## src/rtl/fwd_scoreboard_unit.sv

```systemverilog
// fwd_scoreboard_unit: in-flight destination scoreboard that forwards
// operands from the youngest producer and stalls on unready loads.
module fwd_scoreboard_unit #(
  parameter int XLEN = 32,
  parameter int RB = 5,
  parameter int DEPTH = 3,
  parameter int LOAD_READY_STAGE = 1,
  parameter int SELW = $clog2(DEPTH+1)
) (
  input  logic                  clk,
  input  logic                  reset,
  input  logic                  id_valid,
  input  logic [RB-1:0]         id_rs1,
  input  logic [RB-1:0]         id_rs2,
  input  logic [XLEN-1:0]       id_rs1_data,
  input  logic [XLEN-1:0]       id_rs2_data,
  input  logic [RB-1:0]         id_rd,
  input  logic                  id_we,
  input  logic                  id_is_load,
  input  logic [DEPTH*XLEN-1:0] stage_data,
  input  logic                  flush,
  output logic [XLEN-1:0]       rs1_fwd,
  output logic [XLEN-1:0]       rs2_fwd,
  output logic [SELW-1:0]       rs1_sel,
  output logic [SELW-1:0]       rs2_sel,
  output logic                  stall,
  output logic [15:0]           stall_count
);

  logic [DEPTH-1:0] vld;
  logic [DEPTH-1:0] wen;
  logic [DEPTH-1:0] lod;
  logic [DEPTH-1:0] rdy;
  logic [DEPTH-1:0] m1;
  logic [DEPTH-1:0] m2;
  logic [RB-1:0]    rd_q [DEPTH];
  logic             haz1;
  logic             haz2;

  always_comb begin
    for (int k = 0; k < DEPTH; k++) begin
      rdy[k] = !lod[k] || (k >= LOAD_READY_STAGE);
      m1[k]  = vld[k] && wen[k] &&
               (rd_q[k] == id_rs1) && (id_rs1 != '0);
      m2[k]  = vld[k] && wen[k] &&
               (rd_q[k] == id_rs2) && (id_rs2 != '0);
    end
  end

  // Scan oldest to youngest so the youngest match lands last.
  always_comb begin
    rs1_fwd = id_rs1_data;
    rs2_fwd = id_rs2_data;
    rs1_sel = '0;
    rs2_sel = '0;
    haz1    = 1'b0;
    haz2    = 1'b0;
    for (int k = DEPTH-1; k >= 0; k--) begin
      if (m1[k]) begin
        rs1_fwd = stage_data[k*XLEN +: XLEN];
        rs1_sel = SELW'(k+1);
        haz1    = !rdy[k];
      end
      if (m2[k]) begin
        rs2_fwd = stage_data[k*XLEN +: XLEN];
        rs2_sel = SELW'(k+1);
        haz2    = !rdy[k];
      end
    end
  end

  assign stall = id_valid && (haz1 || haz2) && !flush;

  always_ff @(posedge clk) begin
    if (reset || flush) begin
      vld <= '0;
    end else begin
      vld[0] <= id_valid && !stall;
      for (int k = 1; k < DEPTH; k++)
        vld[k] <= vld[k-1];
    end
  end

  always_ff @(posedge clk) begin
    rd_q[0] <= id_rd;
    wen[0]  <= id_we;
    lod[0]  <= id_is_load;
    for (int k = 1; k < DEPTH; k++) begin
      rd_q[k] <= rd_q[k-1];
      wen[k]  <= wen[k-1];
      lod[k]  <= lod[k-1];
    end
  end

  always_ff @(posedge clk) begin
    if (reset)
      stall_count <= '0;
    else if (stall && (stall_count != 16'hFFFF))
      stall_count <= stall_count + 16'd1;
  end

endmodule

```

## config.mk

```make
export PLATFORM = sky130hd
export DESIGN_NAME = fwd_scoreboard_unit
export DESIGN_NICKNAME = d
export VERILOG_FILES = /design/src/rtl/fwd_scoreboard_unit.sv
export SDC_FILE = /design/constraint.sdc
export NUM_CORES = 1
export LEC_CHECK = 0
export ABC_AREA = 1
export BUFFER_PORTS_ARGS = -buffer_cell sky130_fd_sc_hd__buf_2
export CAP_MARGIN = 20
export CORE_MARGIN = 2
export CORE_UTILIZATION = 51
export CTS_CLUSTER_DIAMETER = 60
export DETAILED_ROUTE_END_ITERATION = 6
export GPL_TIMING_DRIVEN = 0
export HOLD_SLACK_MARGIN = 0.08
export PLACE_DENSITY = 0.95
export SKIP_LAST_GASP = 1
export SLEW_MARGIN = 5
export SYNTH_ARGS = -nofsm -noshare
export SYNTH_HDL_FRONTEND = slang
export SYNTH_SLANG_ARGS = --single-unit
```

## constraint.sdc

```tcl
create_clock -name clk -period 4.65 [get_ports clk]
set_input_delay 1.1625 -clock clk [delete_from_list [all_inputs] [get_ports clk]]
set_output_delay 1.1625 -clock clk [all_outputs]
set_load 0.05 [all_outputs]
```

==> impl_metrics.env <==
export IMPL_status="finished, final reports clean"
export IMPL_pre_cts_slack_ps=597
export IMPL_vdd_drop_max_mv=0.186
export IMPL_post_route_period_util=0.880
export IMPL_r2r_slack_ps=2730
export IMPL_switchingPower_uw=387
export IMPL_crit_required_ps=3490
export IMPL_cts_max_level=2
export IMPL_synth_nets=1143
export IMPL_start_util=0.524
export IMPL_p_seq_frac=0.340
export IMPL_critPathMaxFanout=10
export IMPL_root_buffer="clkbuf_8"
export IMPL_yosysTopAreaCell="nand3_1"
export IMPL_worst_hold_slack_ps=356
export IMPL_p_int_uw=621
export IMPL_synth_top_family_by_area="simple AND/OR/NAND/NOR gates"
export IMPL_powerDensity_mw_per_mm2=150
export IMPL_yosysWarnings=0
export IMPL_rsz0062_at_grt="no"
export IMPL_tns_ps=0
export IMPL_hold_path_class="register to register"
export IMPL_ys_ff_latch=38
export IMPL_grt_usage=0.383
export IMPL_area_growth_pct=31.7
export IMPL_die_width_microns=104
export IMPL_drc=0
export IMPL_antenna_found_initial=8
export IMPL_clock_path_buffers=2
export IMPL_r2r_worst_path_cells=10
export IMPL_wl_per_cell_microns=15.4
export IMPL_r2r_start="stall_count[1]$_SDFFE_PP0P_"
export IMPL_startpoint_type="input pin"
export IMPL_min_from="wen[0]$_DFF_P_"
export IMPL_nFillCells=978
export IMPL_drt_iter0_drc=660
export IMPL_slew_headroom=0.625
export IMPL_routed_wl_microns=21100
export IMPL_multiInputGateArea_sq_mm=0.00332
export IMPL_hpwl_microns=16600
export IMPL_ys_seq_area_frac=0.149
export IMPL_netSwitchingFraction=0.384
export IMPL_io_buffers=265
export IMPL_numClockSinks=38
export IMPL_clkPwrFrac=0.286
export IMPL_cts_tree="done"
export IMPL_worst_pin_slew_ps=560
export IMPL_vias_per_cell=5.34
export IMPL_ant_nets=0
export IMPL_grt_pass1_vias=6885
export IMPL_path_class="input pin to output port"
export IMPL_ios=266
export IMPL_post_cts_buffers=0
export IMPL_yosys_area_share_simple=0.609
export IMPL_whs_endpoint="wen[1]$_DFF_P_"
export IMPL_yosys_cell_types_count=29
export IMPL_postCtsHoldBufs=0
export IMPL_setup_violations_final=0
export IMPL_slowest_delay_ps=340
export IMPL_worst_slack_ps=556
export IMPL_overflow=0
export IMPL_hold_violations=0
export IMPL_grt_max_degree=14
export IMPL_drv_max_cap_violation_count=0
export IMPL_synth_edf_count=0
export IMPL_synth_cells=961
export IMPL_layout_nets=1415
export IMPL_dieArea_sq_mm=0.0109
export IMPL_cp_end_kind="output port"
export IMPL_cts_buffers=5
export IMPL_worstPathArrival_ps=2930
export IMPL_reg2reg_to="stall_count[5]$_SDFFE_PP0P_"
export IMPL_critical_path_buf_inv_count=4
export IMPL_slew_viol_final=0
export IMPL_gp_congestion=0.995
export IMPL_synthMuxAreaShare=0
export IMPL_post_cts_resized=0
export IMPL_synth_fa_ha_area_frac=0.00244
export IMPL_p_total_uw=1010
export IMPL_grt_first_pass_wirelength_microns=33900
export IMPL_slowest_stage="buf_2"
export IMPL_path_cells="buf_2 -> nor2_1 -> nand2_1 -> nor2_2 -> nor2_1 -> nand3_1 -> buf_2 -> nand3_1 -> nand3_1 -> nand2_1 -> inv_1 -> buf_2"
export IMPL_netlist_area_sq_mm=0.00512
export IMPL_synth_area_leaders="nand3_1, nand2_1, dfxtp_1"
export IMPL_p_leak_uw=0.00414
export IMPL_path_clk_slew_ps=80
export IMPL_finClkSkew_ps=5.59
export IMPL_syn_area_per_cell_sq_um=5.33
export IMPL_synth_xor_area_frac=0.0274
export IMPL_die_height_microns=104
export IMPL_rows=36
export IMPL_regArea_sq_um=761
export IMPL_async_reset_ff_frac=0
export IMPL_combPwrFrac=0.375
export IMPL_core_sq_mm=0.00977
export IMPL_hold_path_depth=0
export IMPL_layout_drive_gt1_share=0.293
export IMPL_critPathTopFamily="simple AND/OR/NAND/NOR gates"
export IMPL_via_count=7326
export IMPL_worstSkewPairLatency_ps=300
export IMPL_fin_crit_ps=4090
export IMPL_dr_pass1_iters=7
export IMPL_final_util=0.690
export IMPL_fmax_mhz=244
export IMPL_synth_compound_area_share=0.00978
export IMPL_synth_top_area_frac=0.232
export IMPL_synth_flop_cell="dfxtp_1"
[metrics by stage]
step | cell area, sq um | instances
after floorplan | 5120 | 961
after CTS | 6730 | 1367
after global routing | 6740 | 1373
after detailed placement | 6610 | 1359
final | 6740 | 1373
after global placement | 6610 | 1359
[cell type report]
class                   count  share of cell area
multi-input cells         688               0.493
repair buffers            265               0.197
flip-flops and latches     38               0.113
inverters                 179              0.0997
plain buffers              56              0.0542
well taps                 133              0.0247
clock buffers               5              0.0102
clock inverters             3             0.00668
diodes                      6             0.00223
[power groups by stage]
stage / Combinational [uW] / Sequential (uW) / Clock, uW
3_5_place_dp: 372 / 350 / 0
5_1_grt: 405 / 344 / 306
6_report: 378 / 342 / 288
2_1_floorplan: 224 / 348 / 0
4_1_cts: 374 / 342 / 292
3_3_place_gp: 369 / 350 / 0
[sequential cells by signal (all words and copies together) (netlist names)]
signal       cells
stall_count     16
rd_q            15
vld              3
wen              3
lod              1
[worst max-delay path by stage]
| stage | start | end | slack (ps) | cells after the start |
|---|---|---|---|---|
| 2_1_floorplan | id_rs1[4] | stall | 630 | 7 |
| 4_1_cts | id_rs1[0] | rs1_fwd[24] | 590 | 12 |
| 5_1_grt | id_rs1[0] | rs1_fwd[14] | 400 | 12 |
| 6_report | id_rs1[0] | rs1_fwd[17] | 560 | 12 |
| 3_5_place_dp | id_rs1[0] | rs1_fwd[24] | 600 | 12 |
| 3_3_place_gp | id_rs1[0] | rs1_fwd[7] | 590 | 12 |
[cells in the mapped netlist, drive strengths merged, types with 5 or more instances]
master / instances
nand3: 245
inv: 179
nor2: 63
nand3b: 33
dfxtp: 38
a21oi: 6
nand4: 19
or2: 5
xor2: 5
buf: 54
xnor2: 11
nand2: 296
[kinds of logic (layout without fill, tap and decap cells)]
logic type	count (synthesis)	in the layout
AOI/OAI and AO/OA	9	9
xor gates and xnor gates	16	16
adders and majority gates	1	1
buffers and inverters	235	508
DFF	38	38
other	0	6
and+or+nand+nor	662	662
[cells in the final DEF, fill, tap and decap left out, types with 2 or more instances in the layout]
cell,n
xnor2_1,11
nand3b_1,33
nand4_1,19
diode_2,6
buf_2,302
inv_1,171
buf_6,10
nand3_1,237
nand2_8,2
or2_1,3
nand2_2,2
nand3_2,8
nor2_2,7
xor2_1,5
or2_2,2
clkbuf_8,5
clkbuf_1,2
inv_2,8
nor2_4,5
buf_4,6
nor2_1,51
a21oi_1,6
clkinvlp_4,2
nand2_1,291
dfxtp_1,38
[layer usage]
metal / GRT usage / part of all wire / vias up
met1: 0.440 / 0.36 / 3177
met5: 0 / 0.00080 / -
met2: 0.647 / 0.48 / 498
li1: - / - / 3547
met4: 0.236 / 0.061 / 2
met3: 0.0840 / 0.11 / 102
No activity file was read; power rests on OpenSTA's default activity.
